$ cat config.mk
export PLATFORM = sky130hd
export DESIGN_NAME = virq_arbiter
export DESIGN_NICKNAME = d
export VERILOG_FILES = /design/src/rtl/virq_pkg.sv /design/src/rtl/virq_prio_enc.sv /design/src/rtl/virq_arbiter.sv
export SDC_FILE = /design/constraint.sdc
export NUM_CORES = 1
export LEC_CHECK = 0
export CORE_ASPECT_RATIO = 0.6
export CORE_MARGIN = 2
export CORE_UTILIZATION = 35
export CTS_CLUSTER_SIZE = 20
export DETAILED_ROUTE_END_ITERATION = 6
export DONT_BUFFER_PORTS = 1
export HOLD_SLACK_MARGIN = 0.15
export PLACE_DENSITY = 0.5
export SLEW_MARGIN = 25
export SYNTH_ARGS = -nofsm -noshare
export SYNTH_HDL_FRONTEND = slang
export SYNTH_SLANG_ARGS = --single-unit
$ cat constraint.sdc
create_clock -name clk_sys -period 2.3 [get_ports clk_sys]
set_input_delay 0.23 -clock clk_sys [delete_from_list [all_inputs] [get_ports clk_sys]]
set_output_delay 0.23 -clock clk_sys [all_outputs]
set_load 0.03 [all_outputs]
$ cat src/rtl/virq_pkg.sv
// Shared types, well-known vectors and the rotating priority pick for the vectored-interrupt arbiter.
package virq_pkg;

    typedef enum logic [1:0] {
        IDLE  = 2'd0,
        GRANT = 2'd1,
        HOLD  = 2'd2,
        NOVEC = 2'd3
    } virq_state_e;

    localparam logic [7:0] VEC_KBD     = 8'o060;
    localparam logic [7:0] VEC_KBD_AR2 = 8'o274;
    localparam logic [7:0] VEC_TIMER   = 8'o100;

    // First set bit of req[n-1:0] searching upward from start, wrapping; 0 when none is set.
    function automatic int unsigned prio_pick(input logic [31:0] req,
                                              input int unsigned start,
                                              input int unsigned n);
        int unsigned idx;
        int unsigned pick;
        logic        found;
        pick  = 32'd0;
        found = 1'b0;
        for (int unsigned k = 0; k < 32; k++) begin
            idx = start + k;
            if (idx >= n) begin
                idx = idx - n;
            end else begin
                idx = idx;
            end
            if ((k < n) && !found && req[idx[4:0]]) begin
                pick  = idx;
                found = 1'b1;
            end else begin
                found = found;
            end
        end
        return pick;
    endfunction

endpackage

$ cat src/rtl/virq_prio_enc.sv
// Combinational priority encoder with a rotating start index, shared by fixed and round-robin modes.
module virq_prio_enc
    import virq_pkg::*;
#(
    parameter int NREQ = 4,
    parameter int IW   = 2
) (
    input  logic [NREQ-1:0] req,
    input  logic [IW-1:0]   start,
    output logic [IW-1:0]   idx,
    output logic            valid
);

    // Pick the first requester at or above start, with wrap-around.
    always_comb begin
        idx   = IW'(prio_pick(32'(req), 32'(start), NREQ));
        valid = |req;
    end

endmodule

$ cat src/rtl/virq_arbiter.sv
// Shares the CPU vectored-interrupt channel among NREQ requesters; advances only on ce_cpu_p.
// Optional macro VIRQ_ROUND_ROBIN_EN replaces fixed priority with a rotating start pointer.
module virq_arbiter
    import virq_pkg::*;
#(
    parameter int NREQ = 4,
    parameter int VW   = 8
) (
    input  logic              clk_sys,
    input  logic              bus_reset_n,
    input  logic              ce_cpu_p,
    input  logic [NREQ-1:0]   virq_req,
    input  logic [NREQ*VW-1:0] virq_vec,
    output logic [NREQ-1:0]   virq_ack,
    input  logic              irq_en,
    output logic              cpu_irq,
    input  logic              iak_stb,
    output logic [VW-1:0]     iak_vec,
    output logic              iak_ack
);

    localparam int IW = (NREQ > 1) ? $clog2(NREQ) : 1;

    virq_state_e       state_r, state_nxt_s;
    logic [IW-1:0]     win_r, win_nxt_s;
    logic [VW-1:0]     vec_r, vec_nxt_s;
    logic              iak_ack_r, iak_ack_nxt_s;
    logic [NREQ-1:0]   virq_ack_r, virq_ack_nxt_s;
    logic              cpu_irq_r, cpu_irq_nxt_s;
    logic              stb_prev_r, stb_prev_nxt_s;
    logic [IW-1:0]     start_s, enc_idx_s;
    logic              enc_valid_s, stb_rise_s, take_grant_s;
    logic [VW-1:0]     sel_vec_s;
    logic [NREQ-1:0]   ack_onehot_s;

    virq_prio_enc #(.NREQ(NREQ), .IW(IW)) u_prio_enc (
        .req   (virq_req),
        .start (start_s),
        .idx   (enc_idx_s),
        .valid (enc_valid_s)
    );

    assign stb_rise_s   = ce_cpu_p && iak_stb && !stb_prev_r && (state_r == IDLE);
    assign take_grant_s = stb_rise_s && enc_valid_s;
    assign ack_onehot_s = {{(NREQ-1){1'b0}}, 1'b1} << win_r;

`ifdef VIRQ_ROUND_ROBIN_EN
    logic [IW-1:0] ptr_r, ptr_nxt_s;

    // Pointer moves past the winner each time a grant is taken.
    always_comb begin
        ptr_nxt_s = ptr_r;
        if (take_grant_s) begin
            ptr_nxt_s = (enc_idx_s == IW'(NREQ - 1)) ? {IW{1'b0}} : enc_idx_s + {{(IW-1){1'b0}}, 1'b1};
        end else begin
            ptr_nxt_s = ptr_r;
        end
    end

    // Round-robin pointer register.
    always_ff @(posedge clk_sys) begin
        if (!bus_reset_n) begin
            ptr_r <= {IW{1'b0}};
        end else begin
            ptr_r <= ptr_nxt_s;
        end
    end

    assign start_s = ptr_r;
`else
    assign start_s = {IW{1'b0}};
`endif

    // Vector of the encoder's current pick.
    always_comb begin
        sel_vec_s = {VW{1'b0}};
        for (int i = 0; i < NREQ; i++) begin
            if (enc_idx_s == IW'(i)) begin
                sel_vec_s = virq_vec[i*VW +: VW];
            end else begin
                sel_vec_s = sel_vec_s;
            end
        end
    end

    // Next-state and next-output logic; nothing moves without ce_cpu_p.
    always_comb begin
        state_nxt_s    = state_r;
        win_nxt_s      = win_r;
        vec_nxt_s      = vec_r;
        iak_ack_nxt_s  = iak_ack_r;
        virq_ack_nxt_s = virq_ack_r;
        cpu_irq_nxt_s  = cpu_irq_r;
        stb_prev_nxt_s = stb_prev_r;
        if (ce_cpu_p) begin
            cpu_irq_nxt_s  = (state_r == IDLE) && |(virq_req & {NREQ{irq_en}});
            stb_prev_nxt_s = iak_stb;
            case (state_r)
                IDLE: begin
                    if (take_grant_s) begin
                        win_nxt_s   = enc_idx_s;
                        vec_nxt_s   = sel_vec_s;
                        state_nxt_s = GRANT;
                    end else if (stb_rise_s) begin
                        state_nxt_s = NOVEC;
                    end else begin
                        state_nxt_s = IDLE;
                    end
                end
                GRANT: begin
                    iak_ack_nxt_s  = 1'b1;
                    virq_ack_nxt_s = ack_onehot_s;
                    state_nxt_s    = HOLD;
                end
                HOLD: begin
                    if (!iak_stb) begin
                        iak_ack_nxt_s  = 1'b0;
                        virq_ack_nxt_s = {NREQ{1'b0}};
                        vec_nxt_s      = {VW{1'b0}};
                        state_nxt_s    = IDLE;
                    end else begin
                        state_nxt_s = HOLD;
                    end
                end
                NOVEC: begin
                    if (!iak_stb) begin
                        state_nxt_s = IDLE;
                    end else begin
                        state_nxt_s = NOVEC;
                    end
                end
                default: begin
                    iak_ack_nxt_s  = 1'b0;
                    virq_ack_nxt_s = {NREQ{1'b0}};
                    vec_nxt_s      = {VW{1'b0}};
                    state_nxt_s    = IDLE;
                end
            endcase
        end else begin
            state_nxt_s = state_r;
        end
    end

    // State and registered outputs; reset wins over ce_cpu_p.
    always_ff @(posedge clk_sys) begin
        if (!bus_reset_n) begin
            state_r    <= IDLE;
            win_r      <= {IW{1'b0}};
            vec_r      <= {VW{1'b0}};
            iak_ack_r  <= 1'b0;
            virq_ack_r <= {NREQ{1'b0}};
            cpu_irq_r  <= 1'b0;
            stb_prev_r <= 1'b0;
        end else begin
            state_r    <= state_nxt_s;
            win_r      <= win_nxt_s;
            vec_r      <= vec_nxt_s;
            iak_ack_r  <= iak_ack_nxt_s;
            virq_ack_r <= virq_ack_nxt_s;
            cpu_irq_r  <= cpu_irq_nxt_s;
            stb_prev_r <= stb_prev_nxt_s;
        end
    end

    assign virq_ack = virq_ack_r;
    assign cpu_irq  = cpu_irq_r;
    assign iak_vec  = vec_r;
    assign iak_ack  = iak_ack_r;

endmodule

==> results_dict.tcl, run 1 <==
set metrics [dict create \
    outcome "finished, final reports clean" \
    max_cap_viol_count 0 \
    grt_pass1_wl_um 4680 \
    cts.sinks 19 \
    post_cts_buffers 0 \
    grt_setup_unrepaired "no" \
    dp_cells 173 \
    layout.cells.non_filler 182 \
    synth_ff_type "dfxtp_1" \
    fmax_mhz 573 \
    grt_util_all_layers 0.182 \
    period_share 0.758 \
    rows 15 \
    ys_seq_area_frac 0.355 \
    clk_latency_ns 0.25 \
    drtIter0Drc 66 \
    crit_fanout 8 \
    power_density_nw_per_um2 593 \
    fin_setup_tns_ns 0 \
    area_growth_syn_to_layout_pct 10.7 \
    ant_nets 0 \
    via_per_inst 5.64 \
    routabilityCongestion 0.824 \
    rr_startpoint "state_r[1]" \
    hold_violations 0 \
    wire_per_inst_um 16.1 \
    crit_required_ns 2.47 \
    root_buffer "clkbuf_8" \
    synthTopCellsByArea "dfxtp_1, nor2_1, o31ai_1, a22o_1, a21oi_1" \
    grt_pass1_vias 956 \
    critPathCaptureType "register" \
    cts_max_level 1 \
    worstHoldPathType "in -> reg" \
    layout_min_cycle_time_ns 1.74 \
    grt_overflow_total 0 \
    dieArea_um2 3530 \
    die_width_um 75.4 \
    skew_ns 0.00126 \
    fin_area_um2 1190 \
    firstDrtPassIters 4 \
    drive_above_1_share 0.0714 \
    drc 0 \
    cts_made_buffers 3 \
    start_kind "register" \
    p_leak_nw 0.432 \
    final_max_slew_viol_count 0 \
    synth-seq-cells 19 \
    vias 1027 \
    initial_utilization 0.371 \
    wirelength_um 2930 \
    synth_top_area_share 0.355 \
    synthArstFlopShare 0 \
    setup_violations 0 \
    synth_cell_types 32 \
    ioPinCount 55 \
    max-slew-margin-rel 0.598 \
    cts_tree "built" \
    startpoint "state_r[1]" \
    worstPathArrival_ns 1.91 \
    reg2reg_slack_ns 0.56 \
    tightest_slew_ns 0.596 \
    worstSetupEndpoint "iak_vec[4]" \
    avgSynthCellArea_um2 7.76 \
    vdd_drop_max_mv 0.230 \
    nFillCells 313 \
    grt_start_max_net_pins 23 \
    nets 182 \
    dp_hpwl_um 2180 \
    die_h_um 46.9 \
    antennaDiodeCount 0 \
    synth-edff-count 0 \
    core-area_um2 2890 \
    cts_buffer_depth 2 \
    place_area_um2 1090 \
    worst-setup-path-type "reg -> reg" \
    r2r_cells 3 \
    io_buffers 0 \
    r2r_end "iak_vec[4]" \
    cts_resized 0 \
    yosysTopAreaCell "dfxtp_1" \
    syn-cell-area_um2 1070 \
    path_clk_slew_ns 0.07 \
    antenna_found_initial 0 \
    syn_inst 138 \
    synthesis.nets 179 \
    yosysWarnings 0 \
]
stage by stage:
| stage | utilization | hold WS [ns] | setup WS, ns | power (mW) |
|---|---|---|---|---|
| after floorplan | - | 0.377 | 0.763 | 0.466 |
| after global placement | 0.377 | 0.380 | 0.642 | 0.472 |
| after detailed placement | 0.377 | 0.379 | 0.571 | 0.474 |
| after CTS | 0.407 | 0.156 | 0.556 | 0.714 |
| after global routing | 0.410 | 0.168 | 0.367 | 0.748 |
| final | 0.410 | 0.169 | 0.556 | 0.703 |
report_power, final:
part           switching [mW]  leakage, nW  internal (mW)
combinational          0.0475        0.252         0.0460
sequential             0.0353        0.155          0.345
clock                   0.109       0.0255          0.120
total                   0.192        0.432          0.511
critical path, stage by stage (launching register included):
cell and delay (ns):
dfxtp_1 0.37, nor4b_2 0.50, nand4_1 0.44, o31ai_1 0.34
layout by cell type, fill, tap and decap left out:
cell type / instances
a221oi_1: 1
a211oi_1: 6
or4b_2: 1
o21ai_0: 9
a22oi_1: 1
dfxtp_1: 19
inv_1: 4
a311oi_4: 1
clkinv_1: 1
o221a_2: 2
o31ai_1: 7
o22ai_1: 1
nor2b_1: 2
a22o_1: 6
mux2i_1: 1
dlygate4sd3_1: 5
and2_1: 1
nor2_1: 36
nand2_1: 5
nor3_1: 5
nor4b_2: 1
nand3b_1: 1
nand4_1: 2
a21oi_1: 10
a32oi_1: 1
nor3b_1: 2
nor4bb_1: 1
o221ai_1: 1
clkinv_2: 1
clkbuf_8: 3
a2bb2oi_1: 1
nand2b_1: 1
or4_4: 1
worst min-delay path by stage:
stage | from | endpoint | slack (ns) | cells past startpoint
after floorplan | bus_reset_n | win_r[0] | 0.38 | 1
after global placement | bus_reset_n | win_r[0] | 0.38 | 1
after detailed placement | bus_reset_n | win_r[1] | 0.38 | 1
after CTS | iak_stb | state_r[0] | 0.16 | 2
after global routing | virq_req[1] | iak_vec[4] | 0.17 | 2
final | virq_req[1] | iak_vec[4] | 0.17 | 2
logic make-up (layout without fill, tap and decap cells):
| kind of cell | Yosys count | in the layout | synth area share |
|---|---|---|---|
| simple gates | 59 | 59 | 0.266 |
| compound gates | 47 | 47 | 0.320 |
| flops | 19 | 19 | 0.355 |
| buf+inv | 12 | 14 | 0.0491 |
| mux | 1 | 1 | 0.00935 |
synth_stat cells, drive strengths merged, types with 2 or more instances:
| cell | n |
|---|---|
| dfxtp | 19 |
| clkbuf | 6 |
| nor2b | 2 |
| o221a | 2 |
| nand4 | 2 |
| nand2 | 5 |
| nor2 | 36 |
| nor3 | 5 |
| o21ai | 9 |
| a22o | 6 |
| a211oi | 6 |
| nor3b | 2 |
| o31ai | 7 |
| inv | 4 |
| a21oi | 10 |
metal layers:
layer  vias to the layer above  share of wire  track usage  wire length [um]
met3                         2           0.12        0.103               359
li1                        514              -            -                 -
met2                        40           0.40        0.264              1180
met4                         0         0.0034       0.0316                10
met1                       471           0.47        0.240              1380
met5                         -              0            0                 0
timing repair:
item,CTS,global route
endpoints found under the hold margin,4,1
hold buffers,4,1
setup endpoints to repair,0,0
final cells by class:
class | instances | area [um2] | share of cell area
Clock buffer | 3 | 41.3 | 0.0348
Clock inverter | 1 | 5.00 | 0.00422
Inverter | 5 | 18.8 | 0.0158
Multi-Input combinational cell | 107 | 638 | 0.538
Sequential cell | 19 | 380 | 0.321
Tap cell | 42 | 52.6 | 0.0443
Timing Repair Buffer | 5 | 50.0 | 0.0422
registers in the layout, summed over array words and instances (netlist names):
signal,count
cpu_irq,1
state_r,2
virq_ack,4
iak_vec,8
iak_ack,1
win_r,2
stb_prev_r,1
Power figures use the tool's default switching activity.
==> run 2: changes to the inputs <==
--- a/config.mk
+++ b/config.mk
@@ -12,7 +12,7 @@
 export DETAILED_ROUTE_END_ITERATION = 6
 export DONT_BUFFER_PORTS = 1
 export HOLD_SLACK_MARGIN = 0.15
-export PLACE_DENSITY = 0.5
+export PLACE_DENSITY = 0.52
 export SLEW_MARGIN = 25
 export SYNTH_ARGS = -nofsm -noshare
 export SYNTH_HDL_FRONTEND = slang
==> constraint.sdc (replaced) <==
create_clock -name clk_sys -period 1.45 [get_ports clk_sys]
set_input_delay 0.145 -clock clk_sys [delete_from_list [all_inputs] [get_ports clk_sys]]
set_output_delay 0.145 -clock clk_sys [all_outputs]
set_load 0.03 [all_outputs]
==> results_dict.tcl, run 2 (synthesis results as in run 1) <==
set metrics [dict create \
    initial_utilization 0.371 \
    largest_reg_flops 8 \
    firstDrtPassIters 4 \
    die_width_um 75.4 \
    nets 197 \
    worstHoldPathType "in -> reg" \
    grt_overflow_total 0 \
    fin_setup_tns_ns 0 \
    p_leak_nw 0.501 \
    skew_ns 0.00551 \
    switching_share 0.282 \
    final_cell_mix "nor2_1, dfxtp_1, dlygate4sd3_1" \
    place_area_um2 1120 \
    dp_hpwl_um 2090 \
    clk_latency_ns 0.26 \
    final_common_cell "nor2_1" \
    grt_pass1_vias 927 \
    cts_max_level 1 \
    area_growth_syn_to_layout_pct 25.2 \
    power_density_nw_per_um2 876 \
    grt_start_max_net_pins 20 \
    grt_setup_unrepaired "no" \
    vdd_drop_max_mv 0.320 \
    p_switching_mw 0.332 \
    wire_per_inst_um 15.0 \
    critPathCaptureType "register" \
    postLayoutCoreUtil 0.464 \
    final_max_slew_viol_count 0 \
    grt_pass1_wl_um 4650 \
    cpMostUsedCell "buf_4" \
    cp_slowest_cell "dfxtp_2" \
    critical-path-top-delay-family "flip-flops" \
    tightest_slew_ns 0.535 \
    cts_made_buffers 3 \
    cts_buffer_depth 2 \
    p_clk_frac 0.322 \
    crit_buf_inv 2 \
    path_clk_slew_ns 0.08 \
    rows 15 \
    cts_tree "built" \
    layout_min_cycle_time_ns 1.37 \
    worstPathArrival_ns 1.53 \
    intPower_mw 0.843 \
    max-slew-margin-rel 0.640 \
    hold_violations 0 \
    worst-setup-path-type "reg -> reg" \
    crit_fanout 8 \
    period_share 0.948 \
    antennaDiodeCount 0 \
    setup_violations 0 \
    cts.sinks 19 \
    io_buffers 0 \
    fin_area_um2 1340 \
    wirelength_um 2960 \
    die_h_um 46.9 \
    vias 1076 \
    antenna_found_initial 0 \
    root_buffer "clkbuf_8" \
    grt_util_all_layers 0.182 \
    dieArea_um2 3530 \
    outcome "finished, final reports clean" \
    fmax_mhz 727 \
    path_cells "nor4b_2, buf_4, a311oi_4, buf_4, a22o_1" \
    max_cap_viol_count 0 \
    ioPinCount 55 \
    start_kind "register" \
    core-area_um2 2890 \
    routabilityCongestion 0.748 \
    via_per_inst 5.46 \
    cpPeakStageDelay_ns 0.36 \
    ant_nets 0 \
    nFillCells 295 \
    seq_power_share 0.515 \
    drtIter0Drc 57 \
    crit_required_ns 1.60 \
    power.share.combinational 0.163 \
    drc 0 \
    drive_above_1_share 0.116 \
]
## run 2: stage by stage
step / total power [mW] / hold slack [ns] / instances / worst slack [ns]
final: 1.17 / 0.167 / 197 / 0.0753
after detailed placement: 0.762 / 0.294 / 177 / -0.0552
after CTS: 1.18 / 0.154 / 196 / 0.0404
after global placement: 0.760 / 0.297 / 177 / -0.0269
after floorplan: 0.740 / 0.292 / 138 / 0.0101
after global routing: 1.24 / 0.177 / 197 / 0.0344
## run 2: timing repair
action	in CTS	in global routing
endpoints found under the hold margin	14	0
hold buffers	15	0
setup endpoints to repair	2	8
pin swaps	1	1
buffers inserted	0	1
resized for setup	1	3
## run 2: final cells by class
| class | instances | area, um2 | share of cell area |
|---|---|---|---|
| Clock buffer | 3 | 41.3 | 0.0308 |
| Clock inverter | 1 | 5.00 | 0.00373 |
| Inverter | 5 | 18.8 | 0.0140 |
| Multi-Input combinational cell | 107 | 653 | 0.487 |
| Sequential cell | 19 | 383 | 0.285 |
| Tap cell | 42 | 52.6 | 0.0392 |
| Timing Repair Buffer | 20 | 188 | 0.140 |
## run 2: worst paths after layout
path / to / from / depth (start not counted) / slack (ns)
worst max-delay path: iak_vec[3] / state_r[1] / 5 / 0.08
worst min-delay path: win_r[1] / virq_req[0] / 2 / 0.17
worst max register to register: iak_vec[3] / state_r[1] / 5 / 0.08
worst min register to register: state_r[0] / state_r[0] / 2 / 0.54
## run 2: layer usage
metal | GRT usage | routed length, um
met5 | 0 | 0
met4 | 0.0316 | 12
met3 | 0.0751 | 270
met2 | 0.256 | 1190
met1 | 0.262 | 1490
## run 2: power by group through the flow
stage / Combinational (mW) / Sequential, mW / Clock [mW]
2_1_floorplan: 0.131 / 0.609 / 0
3_3_place_gp: 0.145 / 0.616 / 0
3_5_place_dp: 0.147 / 0.616 / 0
4_1_cts: 0.186 / 0.604 / 0.393
5_1_grt: 0.213 / 0.610 / 0.416
6_report: 0.192 / 0.605 / 0.378
